--- src/rtl/lcd_pkg.sv ---
// Shared opcodes, state encoding and helpers for the character-LCD bus responder.
package lcd_pkg;

    localparam logic [7:0] OP_FUNC_SET   = 8'h30;
    localparam logic [7:0] OP_ENTRY_MODE = 8'h06;
    localparam logic [7:0] OP_CLEAR      = 8'h01;
    localparam logic [7:0] OP_DISP_CTRL  = 8'h0C;
    localparam logic [7:0] OP_HOME       = 8'h02;
    localparam logic [7:0] OP_SET_ADDR   = 8'h80;

    // Instructions are decoded by their leading one; these are those bits.
    localparam logic [7:0] MASK_SET_ADDR   = OP_SET_ADDR;
    localparam logic [7:0] MASK_FUNC_SET   = OP_FUNC_SET & 8'hE0;
    localparam logic [7:0] MASK_DISP_CTRL  = OP_DISP_CTRL & 8'hF8;
    localparam logic [7:0] MASK_ENTRY_MODE = OP_ENTRY_MODE & 8'hFC;
    localparam logic [7:0] MASK_HOME       = OP_HOME & 8'hFE;
    localparam logic [7:0] MASK_CLEAR      = OP_CLEAR;

    localparam logic [7:0] SPACE       = 8'h20;
    localparam int         DDRAM_DEPTH = 32;
    localparam int         AC_W        = 5;

    typedef enum logic [1:0] {
        ST_IDLE  = 2'd0,
        ST_EXEC  = 2'd1,
        ST_CLEAR = 2'd2
    } state_e;

    function automatic logic [7:0] lead_one(input logic [7:0] d);
        lead_one = 8'h00;
        for (int i = 0; i < 8; i++) begin
            if (d[i]) lead_one = 8'h01 << i;
        end
    endfunction

    // Byte index is {line, column[2:0], half}.
    function automatic logic [AC_W-1:0] set_addr(input logic [7:0] d);
        set_addr = {d[4], d[2:0], 1'b0};
    endfunction

    function automatic logic [AC_W-1:0] ac_step(input logic [AC_W-1:0] ac, input logic inc);
        ac_step = inc ? ac + 1'b1 : ac - 1'b1;
    endfunction

endpackage

--- src/rtl/lcd_bus_responder_if.sv ---
// Parallel LCD bus as seen between an MCU (master) and the responder (slave).
interface lcd_bus_responder_if;
    logic       LCD_RS;
    logic       LCD_RW;
    logic       LCD_EN;
    logic [7:0] LCD_Data_in;
    logic [7:0] LCD_Data_out;
    logic       LCD_Data_oe;

    modport master (
        output LCD_RS, LCD_RW, LCD_EN, LCD_Data_in,
        input  LCD_Data_out, LCD_Data_oe
    );

    modport slave (
        input  LCD_RS, LCD_RW, LCD_EN, LCD_Data_in,
        output LCD_Data_out, LCD_Data_oe
    );
endinterface

--- src/rtl/lcd_en_sync.sv ---
// Multi-flop synchronizer for the asynchronous LCD_EN strobe plus falling-edge detect.
module lcd_en_sync #(
    parameter int STAGES = 2
) (
    input  logic clk,
    input  logic rst,
    input  logic en_async,
    output logic en_sync,
    output logic fall
);
    logic [STAGES-1:0] sync_q, sync_d;
    logic              prev_q, prev_d;

    always_comb begin
        sync_d = (sync_q << 1) | STAGES'(en_async);
        prev_d = sync_q[STAGES-1];
    end

    always_ff @(posedge clk) begin
        if (rst) begin
            sync_q <= '0;
            prev_q <= 1'b0;
        end else begin
            sync_q <= sync_d;
            prev_q <= prev_d;
        end
    end

    assign en_sync = sync_q[STAGES-1];
    assign fall    = prev_q & ~en_sync;
endmodule

--- src/rtl/lcd_bus_responder.sv ---
// Character-LCD controller bus model: decodes bus cycles into a 32-byte DDRAM,
// address counter, display-on bit and busy/overrun status.
module lcd_bus_responder
    import lcd_pkg::*;
#(
    parameter int BUSY_CYCLES = 72,
    parameter int SYNC_STAGES = 2
) (
    input  logic              clk,
    input  logic              rst,
    lcd_bus_responder_if.slave bus,
    input  logic [AC_W-1:0]   rd_addr,
    output logic [7:0]        rd_data,
    output logic              disp_on,
    output logic              busy,
    output logic              overrun
);
    // state    | meaning
    // ST_IDLE  | ready, bus writes execute
    // ST_EXEC  | busy down-counter running after an executed write
    // ST_CLEAR | filling DDRAM with SPACE, one byte per cycle

    localparam int            CNT_W    = (BUSY_CYCLES > 1) ? $clog2(BUSY_CYCLES) : 1;
    localparam logic [CNT_W-1:0] CNT_LOAD = CNT_W'(BUSY_CYCLES - 1);

    state_e            state_q, state_d;
    logic [CNT_W-1:0]  cnt_q, cnt_d;
    logic [AC_W-1:0]   clr_ptr_q, clr_ptr_d;
    logic [AC_W-1:0]   ac_q, ac_d;
    logic              inc_q, inc_d;
    logic              disp_on_q, disp_on_d;
    logic              overrun_q, overrun_d;
    logic [7:0]        dout_q, dout_d;
    logic [7:0]        rd_data_q, rd_data_d;
    logic [7:0]        ddram_q [DDRAM_DEPTH];
    logic [7:0]        ddram_d [DDRAM_DEPTH];

    logic              en_sync;
    logic              strobe;
    logic              busy_w;
    logic [7:0]        lead;

    lcd_en_sync #(.STAGES(SYNC_STAGES)) u_en_sync (
        .clk      (clk),
        .rst      (rst),
        .en_async (bus.LCD_EN),
        .en_sync  (en_sync),
        .fall     (strobe)
    );

    assign busy_w = (state_q != ST_IDLE);
    assign lead   = lead_one(bus.LCD_Data_in);

    always_comb begin
        state_d   = state_q;
        cnt_d     = cnt_q;
        clr_ptr_d = clr_ptr_q;
        ac_d      = ac_q;
        inc_d     = inc_q;
        disp_on_d = disp_on_q;
        overrun_d = overrun_q;
        dout_d    = dout_q;
        ddram_d   = ddram_q;
        rd_data_d = ddram_q[rd_addr];

        if (en_sync && bus.LCD_RW) begin
            dout_d = bus.LCD_RS ? ddram_q[ac_q] : {busy_w, 2'b00, ac_q};
        end

        if (strobe) begin
            if (bus.LCD_RW) begin
                if (bus.LCD_RS) ac_d = ac_step(ac_q, inc_q);
            end else if (busy_w) begin
                overrun_d = 1'b1;
            end else if (bus.LCD_RS) begin
                ddram_d[ac_q] = bus.LCD_Data_in;
                ac_d          = ac_step(ac_q, inc_q);
                state_d       = ST_EXEC;
                cnt_d         = CNT_LOAD;
            end else if (lead != 8'h00) begin
                state_d = ST_EXEC;
                cnt_d   = CNT_LOAD;
                case (lead)
                    MASK_SET_ADDR:   ac_d      = set_addr(bus.LCD_Data_in);
                    MASK_DISP_CTRL:  disp_on_d = bus.LCD_Data_in[2];
                    MASK_ENTRY_MODE: inc_d     = bus.LCD_Data_in[1];
                    MASK_HOME:       ac_d      = '0;
                    MASK_CLEAR: begin
                        state_d   = ST_CLEAR;
                        clr_ptr_d = '0;
                    end
                    default: ;
                endcase
            end
        end

        // A write is never accepted outside IDLE, so these cannot collide with it.
        case (state_q)
            ST_EXEC: begin
                if (cnt_q == '0) state_d = ST_IDLE;
                else             cnt_d   = cnt_q - 1'b1;
            end
            ST_CLEAR: begin
                ddram_d[clr_ptr_q] = SPACE;
                clr_ptr_d          = clr_ptr_q + 1'b1;
                if (clr_ptr_q == AC_W'(DDRAM_DEPTH - 1)) begin
                    state_d = ST_EXEC;
                    cnt_d   = CNT_LOAD;
                    ac_d    = '0;
                    inc_d   = 1'b1;
                end
            end
            default: ;
        endcase
    end

    always_ff @(posedge clk) begin
        if (rst) begin
            state_q   <= ST_IDLE;
            cnt_q     <= '0;
            clr_ptr_q <= '0;
            ac_q      <= '0;
            inc_q     <= 1'b1;
            disp_on_q <= 1'b0;
            overrun_q <= 1'b0;
            dout_q    <= 8'h00;
            rd_data_q <= SPACE;
            ddram_q   <= '{default: SPACE};
        end else begin
            state_q   <= state_d;
            cnt_q     <= cnt_d;
            clr_ptr_q <= clr_ptr_d;
            ac_q      <= ac_d;
            inc_q     <= inc_d;
            disp_on_q <= disp_on_d;
            overrun_q <= overrun_d;
            dout_q    <= dout_d;
            rd_data_q <= rd_data_d;
            ddram_q   <= ddram_d;
        end
    end

    assign bus.LCD_Data_out = dout_q;
    assign bus.LCD_Data_oe  = en_sync & bus.LCD_RW;
    assign rd_data          = rd_data_q;
    assign disp_on          = disp_on_q;
    assign busy             = busy_w;
    assign overrun          = overrun_q;
endmodule

--- src/flat_wrapper.sv ---
// flat-port wrapper written by rule: the top's interface ports become plain ports
module lcd_bus_responder_flat import lcd_pkg::*;
#(
    parameter int BUSY_CYCLES = 72,
    parameter int SYNC_STAGES = 2
)
  (clk, rst, rd_addr, rd_data, disp_on, busy, overrun, bus_LCD_RS, bus_LCD_RW, bus_LCD_EN, bus_LCD_Data_in, bus_LCD_Data_out, bus_LCD_Data_oe);
  lcd_bus_responder_if bus_i ();
  input  logic clk;
  input  logic rst;
  input  logic [AC_W-1:0] rd_addr;
  output logic [7:0] rd_data;
  output logic disp_on;
  output logic busy;
  output logic overrun;
  input wire logic [$bits(bus_i.LCD_RS)-1:0] bus_LCD_RS;
  input wire logic [$bits(bus_i.LCD_RW)-1:0] bus_LCD_RW;
  input wire logic [$bits(bus_i.LCD_EN)-1:0] bus_LCD_EN;
  input wire logic [$bits(bus_i.LCD_Data_in)-1:0] bus_LCD_Data_in;
  output wire logic [$bits(bus_i.LCD_Data_out)-1:0] bus_LCD_Data_out;
  output wire logic [$bits(bus_i.LCD_Data_oe)-1:0] bus_LCD_Data_oe;
  assign bus_i.LCD_RS = bus_LCD_RS;
  assign bus_i.LCD_RW = bus_LCD_RW;
  assign bus_i.LCD_EN = bus_LCD_EN;
  assign bus_i.LCD_Data_in = bus_LCD_Data_in;
  assign bus_LCD_Data_out = bus_i.LCD_Data_out;
  assign bus_LCD_Data_oe = bus_i.LCD_Data_oe;
  lcd_bus_responder #(.BUSY_CYCLES(BUSY_CYCLES), .SYNC_STAGES(SYNC_STAGES)) u_core (.clk(clk), .rst(rst), .bus(bus_i), .rd_addr(rd_addr), .rd_data(rd_data), .disp_on(disp_on), .busy(busy), .overrun(overrun));
endmodule
--- config.mk ---
export PLATFORM = sky130hd
export DESIGN_NAME = lcd_bus_responder_flat
export DESIGN_NICKNAME = d
export VERILOG_FILES = /design/src/rtl/lcd_pkg.sv /design/src/rtl/lcd_bus_responder_if.sv /design/src/rtl/lcd_en_sync.sv /design/src/rtl/lcd_bus_responder.sv /design/src/flat_wrapper.sv
export SDC_FILE = /design/constraint.sdc
export NUM_CORES = 1
export LEC_CHECK = 0
export ABC_CLOCK_PERIOD_IN_PS = 1900
export BUFFER_PORTS_ARGS = -buffer_cell sky130_fd_sc_hd__buf_2
export CAP_MARGIN = 30
export CORE_AREA = 2 2 217 219
export CTS_BUF_LIST = sky130_fd_sc_hd__clkbuf_4
export DETAILED_ROUTE_END_ITERATION = 8
export DIE_AREA = 0 0 219 221
export PLACE_DENSITY = 0.52
export SLEW_MARGIN = 20
export SYNTH_ARGS = -nofsm -noshare
export SYNTH_HDL_FRONTEND = slang
export SYNTH_HIERARCHICAL = 1
export SYNTH_SLANG_ARGS = --single-unit
--- constraint.sdc ---
create_clock -name clk -period 1.9 [get_ports clk]
set_input_delay 0.285 -clock clk [delete_from_list [all_inputs] [get_ports clk]]
set_output_delay 0.285 -clock clk [all_outputs]
set_load 0.01 [all_outputs]
* Yosys cells after proc, flatten, opt, wreduce, memory -nomap -nowiden
Cells that the tools add are included.
** Operators by class
- $mul :: 0
- Reduce and logical (&&, ||, !) cells :: 12
- Div/mod/pow operators :: 0
- Eq/ne operators :: 11
- Magnitude comparators :: 5
- Add/sub/neg operators :: 4
- Multiplexer cells :: 67
- Shift-type cells :: 0
- Bitwise operators :: 13
** Operator list (count)
- 256-bit 2-to-1 mux :: 5
- 256-bit bitwise mux :: 1
- 224-bit AND :: 1
- 224-bit inverter :: 1
- 5-bit 2-to-1 mux :: 17
- 8-bit binary-select mux with 5-bit select :: 2
- 8-bit demux with 5-bit select :: 2
- 8-bit 2-to-1 mux :: 8
- 7-bit 2-to-1 mux :: 8
- 32-bit bitwise OR :: 1
- 6-bit greater-or-equal comparator (second input constant) :: 3
- 2-bit 2-to-1 mux :: 9
- 5-bit inverter with 6-bit output :: 3
- 7-bit one-hot mux with 2 select lines :: 1
- 6-bit by 1-bit < comparator with 1-bit output (second input constant) :: 2
- 6-bit AND reduction :: 2
- 5-bit by 1-bit adder with 5-bit output (second input constant) :: 2
- 5-bit one-hot mux with 2 select lines :: 1
- 1-bit 2-to-1 mux :: 9
- 8-bit by 1-bit equality test with 1-bit output (second input constant) :: 1
- 8-bit by 2-bit equality test with 1-bit output (second input constant) :: 1
- 8-bit by 3-bit equality test with 1-bit output (second input constant) :: 1
- 8-bit by 4-bit equality test with 1-bit output (second input constant) :: 1
- 8-bit equality test (second input constant) :: 1
- other kinds (19) :: 29
** Word-level totals
- Latch bits :: 0
- Bits in registers :: 297
- Output and inout port bits :: 20
- Input port bits :: 18
- Memory bits (read-only) :: 0
- Word-level logic and storage cells :: 155
- Bits in writable memories :: 0
- Memories kept :: 0

* Logic depth before layout (Yosys ltp)
- Depth after elaboration :: 17
- Gate-level depth with buffers :: 9
- Depth with buffers taken out :: 7

* Cells and area by module
The synthesis kept the hierarchy.
** By module, submodules not included
- lcd_bus_responder :: area an instance 15899.0 um^2, cells each 1755, sequential area each 5885.6 um^2, times used 1
- lcd_en_sync :: area an instance 87.6 um^2, cells each 7, sequential area each 60.1 um^2, times used 1

* Worst setup path before layout
No wires, ideal clock.
- Path type :: reg-to-reg
- From :: reg u_core.state_q[0]
- To :: reg u_core/ddram_q[213] in the netlist's numbering
- Cell stages (with the launch flop) :: 10
- Data arrival time :: 1.928 ns
- Data required time :: 1.780 ns
- Period minus slack after synthesis :: 2.048 ns
- Buffers on the path :: 2
- Slack :: -0.148 ns
- Setup time :: 0.120 ns
- Cell sequence :: dfxtp_1 -> inv_1 -> ha_1 -> and3b_1 -> buf_6 -> nand4_4 -> buf_6 -> nor3_4 -> nor2b_1 -> a211o_1
** Between the ends
- Cells in the longest elaborated chain, start to end :: 6
- Elaborated cells between the ends (all ways) :: 7
- Classes of those cells :: eq/ne (1); mux (4); bitwise (1); reduce/logical (1)
** RTL lines
- start: declaration :: RTL line lcd_bus_responder.sv:26 : state_e state_q, state_d;
- start signal: assignment :: RTL line lcd_bus_responder.sv:130 : state_q <= state_d;
- 2-bit nonzero test :: RTL line lcd_bus_responder.sv:51 : assign busy_w = (state_q != ST_IDLE);
- 256-bit 2-to-1 mux :: RTL line lcd_bus_responder.sv:73 : end else if (busy_w) begin
- 256-bit 2-to-1 mux :: RTL line lcd_bus_responder.sv:71 : if (bus.LCD_RW) begin
- 256-bit 2-to-1 mux :: RTL line lcd_bus_responder.sv:70 : if (strobe) begin
- 32-bit bitwise OR (no line)
- 256-bit 2-to-1 mux (*) :: RTL line lcd_bus_responder.sv:98 : case (state_q)
- end signal: assignment :: RTL line lcd_bus_responder.sv:139 : ddram_q <= ddram_d;
- end: declaration :: RTL line lcd_bus_responder.sv:35 : logic [7:0] ddram_q [DDRAM_DEPTH];
Every way passes the cells marked *; elsewhere a longest branch is shown, timed or not.
A chain may end at the register's enable or synchronous reset.

* Final worst setup path
- From :: reg u_core.ac_q[0]
- To :: reg u_core.dout_q[1] (netlist: u_core/bus.LCD_Data_out[1])
** Between the ends
- Cells in the longest elaborated chain, start to end :: 5
** RTL lines
- start: declaration :: RTL line lcd_bus_responder.sv:29 : logic [AC_W-1:0] ac_q, ac_d;
- start signal: assignment :: RTL line lcd_bus_responder.sv:122 : ac_q <= '0;
- start signal: assignment :: RTL line lcd_bus_responder.sv:133 : ac_q <= ac_d;
- 5-bit inverter with 6-bit output (implied by the code) :: RTL line lcd_bus_responder.sv:67 : dout_d = bus.LCD_RS ? ddram_q[ac_q] : {busy_w, 2'b00, ac_q};
- 8-bit binary-select mux with 5-bit select :: RTL line lcd_bus_responder.sv:67
- 8-bit 2-to-1 mux (implied by the code) (2 in series) :: RTL line lcd_bus_responder.sv:67
- 8-bit 2-to-1 mux :: RTL line lcd_bus_responder.sv:67
- end signal: assignment :: RTL line lcd_bus_responder.sv:137 : dout_q <= dout_d;
- end: declaration :: RTL line lcd_bus_responder.sv:33 : logic [7:0] dout_q, dout_d;
No other way between the ends. The select of a mux whose other input is x is not followed.

==> results.ini <==
[run_status]
status = finished, violations left
failed_checks = negative setup slack

[setup_path]
r2r-start = u_core/ac_q[0]$_SDFF_PP0_
worstSetupStartpointType = flop
critPathKind = flop to flop
endpoint_kind = flop
worstPathRequired_ns = 2.65
cp_max_fo = 17
r2r-end = u_core/bus.LCD_Data_out[1]$_SDFFE_PP0P_
cp.arrival_ns = 2.83
rrSetupSlack_ns = -0.18
rr_worst_depth = 6

[logic_synthesis]
syn_avg_cell_area_um2 = 9.07
ys_async_sr_fraction_pct = 0
syn_area_um2 = 16000
ys_ff_latch = 297
yosysWarnings = 6
yosysMostFrequentCell = dfxtp_1
synth_ff_type = dfxtp_1
postSynthNetCount = 1793
synth_top_area_share_pct = 37.2
syn_inst = 1762
synth-edff-count = 0
ys_seq_area_share_pct = 37.2
synth_area_leader_cell = dfxtp_1
synthTopCellsByArea = dfxtp_1, mux2i_1, mux4_2
synthTopCellsByCount = dfxtp_1, nand2_1, a21oi_1
yosysUniqueCellTypes = 64

[place]
globalplace.congestion = 0.973
place_ws_ns = -0.623
placed_area_um2 = 18600
io_buffer_count = 37
dp.cells = 2505
dp_hpwl_um = 46900

[sta]
hold_viol = 0
drv_slew = 0
rsz0062_at_grt = yes
worst_slack_ns = -0.175
timing.fmax_ghz = 0.482
whs_ns = 0.0834
slew_headroom_pct = 55.6
post-route-min-period_ns = 2.08
post-route-period-util_pct = 109
finalSetupViolCount = 76
fin_worst_skew_ns = 0.0634
tns_ns = -2.87
worstMarginPinSlew_ns = 0.666

[cells_and_area]
area_growth_pct = 35.9
fin_area_um2 = 21700
final_cells = 2731
seqCellArea_um2 = 5960
final_core_util_pct = 47.2
multi_input_area_um2 = 10500
fillers = 4436
fin_nets = 2085
drive_above_1_share_pct = 38.4

[clocking]
htree_levels = 3
cts_inserted_buffers = 86
cts_tree = done
clockBufferDepth = 3
clk_pin_slew_worst_paths_ns = 0.07
clkSinkCount = 297
root_buffer = clkbuf_4
clk_latency_ns = 0.87

[drt]
ant_nets = 0
wl_per_cell_um = 24.4
avgViaCountPerCell = 5.76
met3_length_um = 4510
routed-wl-met2_um = 30700
drt-met1-wl_um = 28600
vias = 15740
drcViolationCount = 0
firstDrtPassIters = 8
routed_wl_um = 66600
dr.max_layer_used = met4
drtIter0Drc = 1425

[global_route]
grt_pass1_wl_um = 96300
grt_remaining_overflow = 0
grt_start_max_net_pins = 34
antenna_found_initial = 3
track_usage_pct = 26.7
grt_pass1_vias = 14979

[floorplan]
start_util_pct = 34.7
die_y_um = 221
rows = 79
dieArea_um2 = 48400
io_pins = 38
dieWidth_um = 219
core_um2 = 46100

[power_and_ir_drop]
powerDensity_nw_per_um2 = 625
leakagePower_nw = 7.80
peakVddDrop_mv = 0.339
power.total_mw = 13.6

[job]
drv_cap = 0

[worst_hold_path]
hold_path_depth = 6
hold_path.class = primary input to flop
hold_start = bus_LCD_Data_in[6]
whs_endpoint = u_core/inc_q$_SDFF_PP1_

==> placed cells by master, fill, tap and decap left out, drive strengths merged, types with 6 or more instances in the layout <==
master / Yosys / layout
nor2: 132 / 132
nand4: 7 / 7
ha: 12 / 12
a311oi: 10 / 10
dfxtp: 297 / 297
inv: 16 / 18
o211ai: 10 / 10
mux2i: 175 / 175
nand2: 201 / 201
nor3: 19 / 19
a21oi: 186 / 186
clkbuf: 91 / 133
and3: 6 / 6
nor4: 10 / 10
diode: 0 / 7
clkinv: 0 / 17
a22oi: 8 / 8
o21ai: 175 / 175
nor2b: 44 / 44
a211o: 44 / 44
nand3: 27 / 27
a211oi: 7 / 7
a21o: 23 / 23
buf: 55 / 330
nand3b: 7 / 7
dlygate4sd3: 0 / 17
and2: 6 / 6
o32ai: 7 / 7
a221oi: 8 / 8
o22ai: 36 / 36
o21bai: 12 / 12
mux4: 76 / 76
==> kinds of logic after synthesis <==
kind of cell,after synthesis,share of synthesized area (%)
buffers and inverters,162,4.44
multiplexers,253,21.8
AND/OR/NAND/NOR,493,15.3
adder cells (fa/ha/maj),13,1.06
AO/OA/AOI/OAI,540,20.0
flip-flops,297,37.2
XOR/XNOR,4,0.219
==> state kept, by name, summed over array words and instances, names as in the netlist <==
register                 flops
u_core/inc_q                 1
u_core/overrun               1
u_core/rd_data               8
u_core/state_q               2
u_core/u_en_sync/prev_q      1
u_core/ddram_q             256
u_core/ac_q                  5
u_core/disp_on               1
u_core/bus.LCD_Data_out      8
u_core/u_en_sync/sync_q      2
u_core/cnt_q                 7
u_core/clr_ptr_q             5
==> per-layer routing <==
layer / GRT usage [%] / up-vias
met5: 0 / -
met4: 11.1 / 0
met3: 4.59 / 140
met2: 41.7 / 642
met1: 36.3 / 7813
li1: - / 7145
==> power breakdown <==
| part | switching, mW | internal (mW) |
|---|---|---|
| Clock | 2.89 | 3.23 |
| Combinational | 0.752 | 0.431 |
| Sequential | 0.0258 | 6.24 |
==> worst max-delay path by stage <==
stage                                  from                                      end  cells past startpoint
3_3_place_gp      u_core/ac_q[0]$_SDFF_PP0_  u_core/bus.LCD_Data_out[1]$_SDFFE_PP0P_                      8
2_1_floorplan     u_core/ac_q[1]$_SDFF_PP0_           u_core/ddram_q[133]$_SDFF_PP1_                      6
5_1_grt        u_core/state_q[1]$_SDFF_PP0_                                     busy                      5
3_5_place_dp      u_core/ac_q[0]$_SDFF_PP0_  u_core/bus.LCD_Data_out[1]$_SDFFE_PP0P_                      8
6_report          u_core/ac_q[0]$_SDFF_PP0_  u_core/bus.LCD_Data_out[1]$_SDFFE_PP0P_                      6
4_1_cts           u_core/ac_q[0]$_SDFF_PP0_  u_core/bus.LCD_Data_out[4]$_SDFFE_PP0P_                      7
==> critical path, cell delays in order (launching register included) <==
cell	delay, ns
dfxtp_4	0.41
buf_12	0.21
mux2i_1	0.35
o22ai_2	0.16
nor4_4	0.42
a21oi_1	0.13
a211o_1	0.27
==> repair_timing <==
action,4_1_cts,5_1_grt
setup endpoints to repair,107,251
setup buffers,31,17
gates resized for setup,123,326
pin swaps,22,96
gates cloned,5,3
hold buffers,17,0
hold endpoints to repair,125,0
==> area by class of cell <==
class	instances	share of cell area, %
clock inverter	21	0.489
tap	607	3.50
multi-input combinational	1303	48.4
antenna	7	0.0806
inverter	16	0.317
sequential	297	27.4
clock buffer	130	4.49
timing repair buffer	350	15.3
No activity file was read; power rests on OpenSTA's default activity.
